**src/rtl/pcileech_arb_pkg.sv**
```systemverilog
// pcileech_arb_pkg: shared types and round-robin helper for the TX arbiter
//   arb_state_t : arbiter state encoding (IDLE / GRANT)
//   rr_pick     : one-hot winner among up to 8 request lanes, n lanes in use,
//                 searching upward from ptr with wrap-around
package pcileech_arb_pkg;
    typedef enum logic [0:0] {
        ARB_IDLE  = 1'b0,
        ARB_GRANT = 1'b1
    } arb_state_t;

    function automatic logic [7:0] rr_pick(input logic [7:0] req, input logic [2:0] ptr, input int n);
        logic [7:0] win;
        int idx;
        win = '0;
        // scan from the farthest lane back to ptr so the closest request wins last
        for (int k = 7; k >= 0; k--) begin
            idx = (int'(ptr) + k) % n;
            if (k < n && req[idx[2:0]]) win = 8'b1 << idx[2:0];
        end
        return win;
    endfunction
endpackage

```
**src/rtl/pcileech_rr_pick.sv**
```systemverilog
// pcileech_rr_pick: combinational round-robin picker
//   req   : request lanes
//   ptr   : lane with highest priority this round
//   grant : one-hot winner (zero when no request)
//   idx   : binary index of the winner
module pcileech_rr_pick import pcileech_arb_pkg::*; #(
    parameter int N = 3,
    parameter int W = (N > 1) ? $clog2(N) : 1
) (
    input  logic [N-1:0] req,
    input  logic [W-1:0] ptr,
    output logic [N-1:0] grant,
    output logic [W-1:0] idx
);
    logic [7:0] win;

    assign win   = rr_pick(8'(req), 3'(ptr), N);
    assign grant = win[N-1:0];

    always_comb begin
        idx = '0;
        for (int i = 0; i < 8; i++) if (win[i]) idx = W'(i);
    end
endmodule

```
**src/rtl/pcileech_tx_arbiter.sv**
```systemverilog
// pcileech_tx_arbiter: packet-locked round-robin arbiter feeding the FT601 COM TX path
//   clk, rst_n                    : clock, asynchronous active-low reset
//   req_valid/req_data/req_last   : per-requester word stream (requester i at [i*DATA_W +: DATA_W])
//   req_ready                     : per-requester accept
//   out_valid/out_data/out_last   : registered output word
//   out_src                       : requester that produced out_data
//   out_ready                     : downstream accept
//   busy                          : a grant is held
module pcileech_tx_arbiter import pcileech_arb_pkg::*; #(
    parameter int NUM_REQ   = 3,
    parameter int DATA_W    = 32,
    parameter int MAX_BURST = 16,
    localparam int SRC_W    = (NUM_REQ > 1) ? $clog2(NUM_REQ) : 1
) (
    input  logic                      clk,
    input  logic                      rst_n,
    input  logic [NUM_REQ-1:0]        req_valid,
    input  logic [NUM_REQ*DATA_W-1:0] req_data,
    input  logic [NUM_REQ-1:0]        req_last,
    output logic [NUM_REQ-1:0]        req_ready,
    output logic                      out_valid,
    output logic [DATA_W-1:0]         out_data,
    output logic                      out_last,
    output logic [SRC_W-1:0]          out_src,
    input  logic                      out_ready,
    output logic                      busy
);
    localparam int BURST_W = $clog2(MAX_BURST + 1);

    arb_state_t           state;
    logic [SRC_W-1:0]     grant_id, rr_ptr, pick_idx, next_ptr;
    logic [NUM_REQ-1:0]   pick_grant;
    logic [BURST_W-1:0]   burst_cnt;
    logic                 pkt_end, grant_valid, hold, accept, budget_left;

    pcileech_rr_pick #(.N(NUM_REQ), .W(SRC_W)) u_pick (
        .req   (req_valid),
        .ptr   (rr_ptr),
        .grant (pick_grant),
        .idx   (pick_idx)
    );

    assign grant_valid = req_valid[grant_id];
    assign next_ptr    = (grant_id == SRC_W'(NUM_REQ - 1)) ? '0 : grant_id + 1'b1;
    assign budget_left = burst_cnt < BURST_W'(MAX_BURST - 1);
    // after a packet ends the grant only carries on if the same requester already shows its next word
    assign hold        = (state == ARB_GRANT) && (!pkt_end || grant_valid);
    assign req_ready   = (hold && (!out_valid || out_ready)) ? NUM_REQ'(1) << grant_id : '0;
    assign accept      = |(req_valid & req_ready);
    assign busy        = state == ARB_GRANT;

    always_ff @(posedge clk or negedge rst_n) begin
        if (!rst_n) begin
            state     <= ARB_IDLE;
            grant_id  <= '0;
            rr_ptr    <= '0;
            burst_cnt <= '0;
            pkt_end   <= 1'b0;
        end else if (state == ARB_IDLE) begin
            if (|pick_grant) begin
                state     <= ARB_GRANT;
                grant_id  <= pick_idx;
                burst_cnt <= '0;
                pkt_end   <= 1'b0;
            end
        end else if (accept) begin
            burst_cnt <= (burst_cnt == BURST_W'(MAX_BURST)) ? burst_cnt : burst_cnt + 1'b1;
            pkt_end   <= req_last[grant_id] && budget_left;
            if (req_last[grant_id] && !budget_left) begin
                state  <= ARB_IDLE;
                rr_ptr <= next_ptr;
            end
        end else if (pkt_end && !grant_valid) begin
            state   <= ARB_IDLE;
            rr_ptr  <= next_ptr;
            pkt_end <= 1'b0;
        end
    end

    always_ff @(posedge clk or negedge rst_n) begin
        if (!rst_n) begin
            out_valid <= 1'b0;
            out_data  <= '0;
            out_last  <= 1'b0;
            out_src   <= '0;
        end else if (accept) begin
            out_valid <= 1'b1;
            out_data  <= req_data[int'(grant_id) * DATA_W +: DATA_W];
            out_last  <= req_last[grant_id];
            out_src   <= grant_id;
        end else if (out_ready) begin
            out_valid <= 1'b0;
        end
    end
endmodule

```
**config.mk**
```make
export PLATFORM = sky130hd
export DESIGN_NAME = pcileech_tx_arbiter
export DESIGN_NICKNAME = d
export VERILOG_FILES = /design/src/rtl/pcileech_arb_pkg.sv /design/src/rtl/pcileech_rr_pick.sv /design/src/rtl/pcileech_tx_arbiter.sv
export SDC_FILE = /design/constraint.sdc
export NUM_CORES = 1
export LEC_CHECK = 0
export ABC_AREA = 1
export CAP_MARGIN = 20
export CORE_MARGIN = 5
export CORE_UTILIZATION = 45
export CTS_BUF_LIST = sky130_fd_sc_hd__clkbuf_8 sky130_fd_sc_hd__clkbuf_16
export CTS_CLUSTER_DIAMETER = 60
export DETAILED_ROUTE_END_ITERATION = 10
export MAX_ROUTING_LAYER = met4
export PLACE_DENSITY = 0.93
export SLEW_MARGIN = 10
export SYNTH_ARGS = -nofsm -noshare
export SYNTH_HDL_FRONTEND = slang
export SYNTH_HIERARCHICAL = 1
export SYNTH_SLANG_ARGS = --single-unit
export TNS_END_PERCENT = 50
```
**constraint.sdc**
```tcl
create_clock -name clk -period 5.3 [get_ports clk]
set_input_delay 0.53 -clock clk [delete_from_list [all_inputs] [get_ports clk]]
set_output_delay 0.53 -clock clk [all_outputs]
set_load 0.05 [all_outputs]
```
==> flow_summary.toml, run 1 <==
[setup_path]
regToRegSetupSlack_ns = 2.62
worstPathRequired_ns = 4.77
timing.critical_path.to = "req_ready[0]"
critical-path-slowest-cell = "sky130_fd_sc_hd__clkdlybuf4s50_1"
cp_max_fo = 35
reg2regPathDepth = 12
critPathArrivalTime_ns = 2.95
worstPathBufferInverterCount = 2
worst_setup_path_end_kind = "output pin"
setup.worst_path.class = "flop to output pin"
startpoint_type = "flop"
critical_path.reg2reg.startpoint = "rr_ptr[1]"
top_family_by_delay_on_critical_path = "simple AND/OR/NAND/NOR gates"
setup_crit_start = "grant_id[0]"
worstSetupPathDepth = 8
critical_path_s_most_frequent_cell = "sky130_fd_sc_hd__nand2_1"
crit_path_cell_trace = "nor2_4 -> nand2_1 -> nand3_2 -> nor2_1 -> inv_1 -> nand2_1 -> nor3_1 -> clkdlybuf4s50_1"
worstReg2RegEnd = "burst_cnt[4]"
slowest_delay_ns = 0.83

[global_route]
globalRouteOverflowTotal = 0
grtUsageTotal_pct = 22.2
grt_start_max_net_pins = 48
first_global_vias = 3387
antenna_found_initial = 0
grt_first_pass_wirelength_um = 14900

[drt]
drt_pass1_iterations = 5
dr_total_vias = 3408
drc_violation_count_after_routing = 0
routed_wire_length_per_instance_um = 13.6
first_iter_violations = 200
detail_route.wirelength_um = 9130
post_drt_via_cell_ratio = 5.06
drtAntennaViolNets = 0

[timing]
max_clock_freq_mhz = 288
tightestPinTransition_ns = 1.01
rsz0062_at_grt = "false"
finalCritPeriodShare_pct = 65.6
finalCriticalPeriod_ns = 3.48
timing.hold.ws_ns = 0.172
final_max_slew_viol_count = 0
totalNegativeSetupSlack_ns = 0
setup_violations = 0
timing_hold_violations_final = 0
skew_ns = 0.00888
maxSlewHeadroom_pct = 32.9

[synth]
synth_cell_types = 28
synth_sequential_area_ratio_pct = 38.7
synth_cell_area_um2 = 3040
synthArstFlopShare_pct = 100
syn-num-nets = 571
synth.yosys.warnings = 6
synth_area_per_cell_um2 = 6.67
yosys_register_bits = 47
ys.flop_type = "sky130_fd_sc_hd__dfrtp_1"
post_synth_inst_count = 456
synth-edff-count = 0

[placement]
post-place-cells = 664
place.gp.congestion = 0.831
detailedPlacementHpwl_um = 6840
buffer_ports.inserted = 144

[floorplanning]
total_die_area_um2 = 8500
core_area_um2 = 6680
boundaryPins = 145
die_span_x_um = 92.2
floorplan.rows = 30
start_util_pct = 45.5
chipHeight_um = 92.2

[layout]
final_cells = 674
finish.net_count = 708
area_growth_syn_to_layout_pct = 52.1
multi_input_area_um2 = 1660
drive_gt1_share_pct = 5.39
fillerInstances = 539
final-seq-area_um2 = 1180
antenna-diode-count = 0

[clock_network]
clock_tree.root_cell = "sky130_fd_sc_hd__clkbuf_8"
cts_tree = "built"
post_cts_resize_count = 0
clock_insertion_delay_at_the_later_pin_of_the_skew_report_ns = 0.29
holdBufCountCts = 0
cts_buffer_depth = 2
total_setup_buffers_inserted_after_cts = 0
clkTransAtPathRegs_ns = 0.08
ctsHtreeMaxLevel = 2
clock_sink_count = 47
cts-buffers-inserted = 5

[power]
power.static_leakage_nw = 2.27
ir_worst_vdd_mv = 0.318
pwr_density_cell_nw_per_um2 = 597

[status]
result_of_the_run = "complete, no violations"

[min_path]
holdCritPathClass = "primary input to asynchronous set/reset pin"

[run]
maxCapViolations = 0
==> layer usage <==
layer	track usage, %	vias up	routed length (um)
li1	-	1696	-
met1	25.0	1573	3590
met2	37.5	131	4670
met3	6.89	8	788
met4	7.43	0	88
met5	-	-	0
==> power by group <==
part,leakage (nW),internal [W],switching (W)
sequential,0.598,0.000511,0.000117
clock,0.0612,0.000153,0.000117
combinational,1.61,0.000615,0.00125
==> cells in the final DEF, fill, tap and decap left out <==
master,Yosys,routed
sky130_fd_sc_hd__nand2_1,245,245
sky130_fd_sc_hd__clkdlybuf4s50_1,0,143
sky130_fd_sc_hd__nand3_1,56,56
sky130_fd_sc_hd__dfrtp_1,47,47
sky130_fd_sc_hd__inv_1,22,22
sky130_fd_sc_hd__nor2_1,15,15
sky130_fd_sc_hd__ha_1,10,10
sky130_fd_sc_hd__nand2_2,8,8
sky130_fd_sc_hd__nand4_1,6,6
sky130_fd_sc_hd__clkbuf_8,0,6
sky130_fd_sc_hd__a21oi_1,5,5
sky130_fd_sc_hd__o21ai_0,5,5
sky130_fd_sc_hd__nand3_2,3,3
sky130_fd_sc_hd__nand2_4,3,3
sky130_fd_sc_hd__inv_2,3,3
sky130_fd_sc_hd__nor2_2,2,2
sky130_fd_sc_hd__nor3_1,2,2
sky130_fd_sc_hd__nor2_4,1,1
sky130_fd_sc_hd__or3_1,1,1
sky130_fd_sc_hd__o21bai_1,1,1
sky130_fd_sc_hd__inv_6,1,1
sky130_fd_sc_hd__xnor2_1,1,1
sky130_fd_sc_hd__or2_1,1,1
sky130_fd_sc_hd__nor3b_1,1,1
sky130_fd_sc_hd__bufinv_16,0,1
sky130_fd_sc_hd__clkinv_2,0,1
sky130_fd_sc_hd__buf_2,8,1
sky130_fd_sc_hd__buf_8,0,1
sky130_fd_sc_hd__buf_12,0,1
sky130_fd_sc_hd__a31oi_1,1,1
==> cells in the mapped netlist, types with 2 or more instances <==
master / n / area [um2]
sky130_fd_sc_hd__a21oi_1: 5 / 25.0
sky130_fd_sc_hd__buf_2: 8 / 40.0
sky130_fd_sc_hd__nand2_4: 3 / 33.8
sky130_fd_sc_hd__nand2_2: 8 / 50.1
sky130_fd_sc_hd__nand2_1: 245 / 920
sky130_fd_sc_hd__nor2_2: 2 / 12.5
sky130_fd_sc_hd__o21ai_0: 5 / 25.0
sky130_fd_sc_hd__buf_6: 3 / 33.8
sky130_fd_sc_hd__nand4_1: 6 / 37.5
sky130_fd_sc_hd__nor3_1: 2 / 10.0
sky130_fd_sc_hd__buf_4: 3 / 22.5
sky130_fd_sc_hd__nor2_1: 15 / 56.3
sky130_fd_sc_hd__nand3_2: 3 / 30.0
sky130_fd_sc_hd__inv_1: 22 / 82.6
sky130_fd_sc_hd__nand3_1: 56 / 280
sky130_fd_sc_hd__dfrtp_1: 47 / 1180
sky130_fd_sc_hd__ha_1: 10 / 125
sky130_fd_sc_hd__inv_2: 3 / 11.3
==> flip-flops by register name (all words and copies together), names as in the netlist <==
name / flops
out_valid: 1
busy: 1
out_src: 2
out_data: 32
out_last: 1
burst_cnt: 5
pkt_end: 1
rr_ptr: 2
grant_id: 2
==> final cells by class <==
class	count	area share, %
flip-flops and latches	47	25.4
repair buffers	146	31.8
inverters	26	2.22
multi-input cells	367	35.9
well taps	80	2.16
clock buffers	6	1.78
clock inverters	2	0.757
==> through the flow <==
step	utilization, %	cell area [um2]	total power, W	worst slack, ns
2_1_floorplan	-	3040	0.00196	2.55
3_3_place_gp	67.0	4470	0.00243	2.23
3_5_place_dp	67.0	4470	0.00248	2.16
4_1_cts	68.7	4590	0.00276	1.83
5_1_grt	69.3	4630	0.00299	1.64
6_report	69.3	4630	0.00276	1.82
==> how the worst min path moves through the flow <==
stage | cells after the start | slack (ns) | end | from
6_report | 1 | 0.17 | out_data[2] | rst_n
5_1_grt | 1 | 0.19 | out_data[28] | rst_n
4_1_cts | 1 | 0.45 | out_data[21] | rst_n
3_5_place_dp | 2 | 0.46 | out_data[3] | out_data[3]
3_3_place_gp | 2 | 0.46 | out_data[27] | out_data[27]
2_1_floorplan | 0 | 0.23 | burst_cnt[0] | rst_n
==> logic make-up (layout without fill, tap and decap cells) <==
logic type / Yosys count / in the layout / share of synthesized area (%)
buffers and inverters: 42 / 180 / 6.79
DFF: 47 / 47 / 38.7
xor gates and xnor gates: 1 / 1 / 0.288
AOI/OAI and AO/OA: 12 / 12 / 2.10
adders and majority gates: 10 / 10 / 4.11
and+or+nand+nor: 344 / 344 / 48.0
No activity file was read; power rests on OpenSTA's default activity.
==> run 2, diff against run 1 <==
Settings changed: CORE_UTILIZATION 45 to 42, PLACE_DENSITY 0.93 to 0.88.
Clock period 5.3 ns to 3.2 ns, I/O delays scaled along.
==> run 2 against run 1 <==
  * Clock power rose by 40%
  * Clock skew fell by 0.0037 ns
  * Register-to-register slack got worse by 2.0 ns
  * Largest power group unchanged
  * Cell area rose by 0.57%
  * Sequential share of layout area fell by 0.14 points
  * Setup slack got worse by 1.3 ns
  * Die area rose by 6.4%
  * Worst hold slack improved by 0.28 ns
  * Utilization fell by 4.1 points
==> flow_summary.toml, run 2 (synthesis results as in run 1) <==
[timing]
final_max_slew_viol_count = 0
finalCritPeriodShare_pct = 82.5
tightestPinTransition_ns = 0.547
totalNegativeSetupSlack_ns = 0
setup_violations = 0
finalCriticalPeriod_ns = 2.64
skew_ns = 0.00518
timing_hold_violations_final = 0
max_clock_freq_mhz = 379
rsz0062_at_grt = "false"
maxSlewHeadroom_pct = 63.5

[status]
result_of_the_run = "complete, no violations"

[global_route]
grtUsageTotal_pct = 21.3
globalRouteOverflowTotal = 0
first_global_vias = 3336
grt_start_max_net_pins = 48
grt_first_pass_wirelength_um = 14900
antenna_found_initial = 0

[clock_network]
clock_sink_count = 47
clock_tree.root_cell = "sky130_fd_sc_hd__clkbuf_8"
total_setup_buffers_inserted_after_cts = 0
cts_buffer_depth = 2
ctsHtreeMaxLevel = 2
clock_insertion_delay_at_the_later_pin_of_the_skew_report_ns = 0.29
clkTransAtPathRegs_ns = 0.08
cts-buffers-inserted = 5
cts_tree = "built"

[drt]
post_drt_via_cell_ratio = 4.89
first_iter_violations = 143
drtAntennaViolNets = 0
dr_total_vias = 3403
detail_route.wirelength_um = 9220
routed_wire_length_per_instance_um = 13.2
drc_violation_count_after_routing = 0
drt_pass1_iterations = 4

[setup_path]
setup.worst_path.class = "flop to output pin"
regToRegSetupSlack_ns = 0.62
worst_setup_path_end_kind = "output pin"
setup_crit_start = "grant_id[0]"
startpoint_type = "flop"
timing.critical_path.to = "req_ready[2]"
worstReg2RegEnd = "burst_cnt[2]"
worstPathRequired_ns = 2.88
critPathArrivalTime_ns = 2.32
critical_path.reg2reg.startpoint = "rr_ptr[1]"
reg2regPathDepth = 12
cp_max_fo = 6

[layout]
drive_gt1_share_pct = 5.86
utilization_after_layout_pct = 65.2
design_area_um2 = 4650
final_cells = 696
largestRegisters = "out_data x32, burst_cnt x5"
max_ffs_per_register = 32
largest-register = "out_data"
finish.net_count = 711
mostFrequentLayoutCell = "sky130_fd_sc_hd__nand2_1"
layout.cells.most_common_list = "245 x sky130_fd_sc_hd__nand2_1, 141 x sky130_fd_sc_hd__clkdlybuf4s50_1, 56 x sky130_fd_sc_hd__nand3_1"
antenna-diode-count = 0
area_growth_syn_to_layout_pct = 53.0
fillerInstances = 633

[placement]
detailedPlacementHpwl_um = 6930
place.gp.congestion = 0.873
dpl-instance-area_um2 = 4510
buffer_ports.inserted = 144
post-place-cells = 685

[power]
ir_worst_vdd_mv = 0.430
pwr_density_cell_nw_per_um2 = 970
power.static_leakage_nw = 2.29

[min_path]
holdCritPathClass = "primary input to asynchronous set/reset pin"

[floorplanning]
boundaryPins = 145
chipHeight_um = 95.1
total_die_area_um2 = 9040
die_span_x_um = 95.1
core_area_um2 = 7140
floorplan.rows = 31
start_util_pct = 42.6

[run]
maxCapViolations = 0
[run 2: critical path, stage by stage (launching register included)]
cell and delay (ns):
sky130_fd_sc_hd__dfrtp_1 0.48, sky130_fd_sc_hd__inv_1 0.18, sky130_fd_sc_hd__nand3_1 0.11, sky130_fd_sc_hd__nand3_2 0.13, sky130_fd_sc_hd__nor2_1 0.06, sky130_fd_sc_hd__inv_1 0.07
sky130_fd_sc_hd__nand2_1 0.08, sky130_fd_sc_hd__nor2_1 0.11, sky130_fd_sc_hd__clkdlybuf4s50_1 0.82
[run 2: area by class of cell]
class	count	area (um2)	share of cell area, %
Clock inverter	1	3.75	0.0807
Timing Repair Buffer	149	1490	32.1
Clock buffer	7	96.3	2.07
Sequential cell	47	1180	25.3
Multi-Input combinational cell	367	1660	35.7
Tap cell	99	124	2.66
Inverter	26	103	2.20
[run 2: worst min-delay path by stage]
stage	end	slack, ns	cells past startpoint
global route	out_last	0.47	2
detailed placement	out_data[30]	0.46	2
CTS	grant_id[1]	0.24	1
global placement	out_data[22]	0.46	2
finish	out_last	0.45	2
floorplan	burst_cnt[0]	0.02	0
[run 2: report_power, final]
part,internal (W),switching (W)
logic,0.00102,0.00207
clock network,0.000194,0.000185
registers,0.000847,0.000190
total,0.00206,0.00245
[run 2: repair_timing]
action | CTS | global route
endpoints found under the hold margin | 0 | 11
hold buffers | 0 | 1
endpoints found under the setup margin | 0 | 0
gates resized for setup | 0 | 0
[run 2: routing by layer]
metal	track usage (%)	part of all wire, %	vias to the layer above
li1	-	-	1701
met1	26.0	42	1555
met2	35.7	51	139
met3	4.42	6.8	8
met4	5.89	0.73	0
met5	-	0	-
[run 2: through the flow]
step | total power [W] | worst slack [ns] | hold slack (ns)
after floorplan | 0.00325 | 0.664 | 0.0244
after global placement | 0.00408 | 0.646 | 0.461
after detailed placement | 0.00413 | 0.629 | 0.464
after CTS | 0.00452 | 0.578 | 0.236
after global routing | 0.00492 | 0.356 | 0.471
final | 0.00451 | 0.559 | 0.449
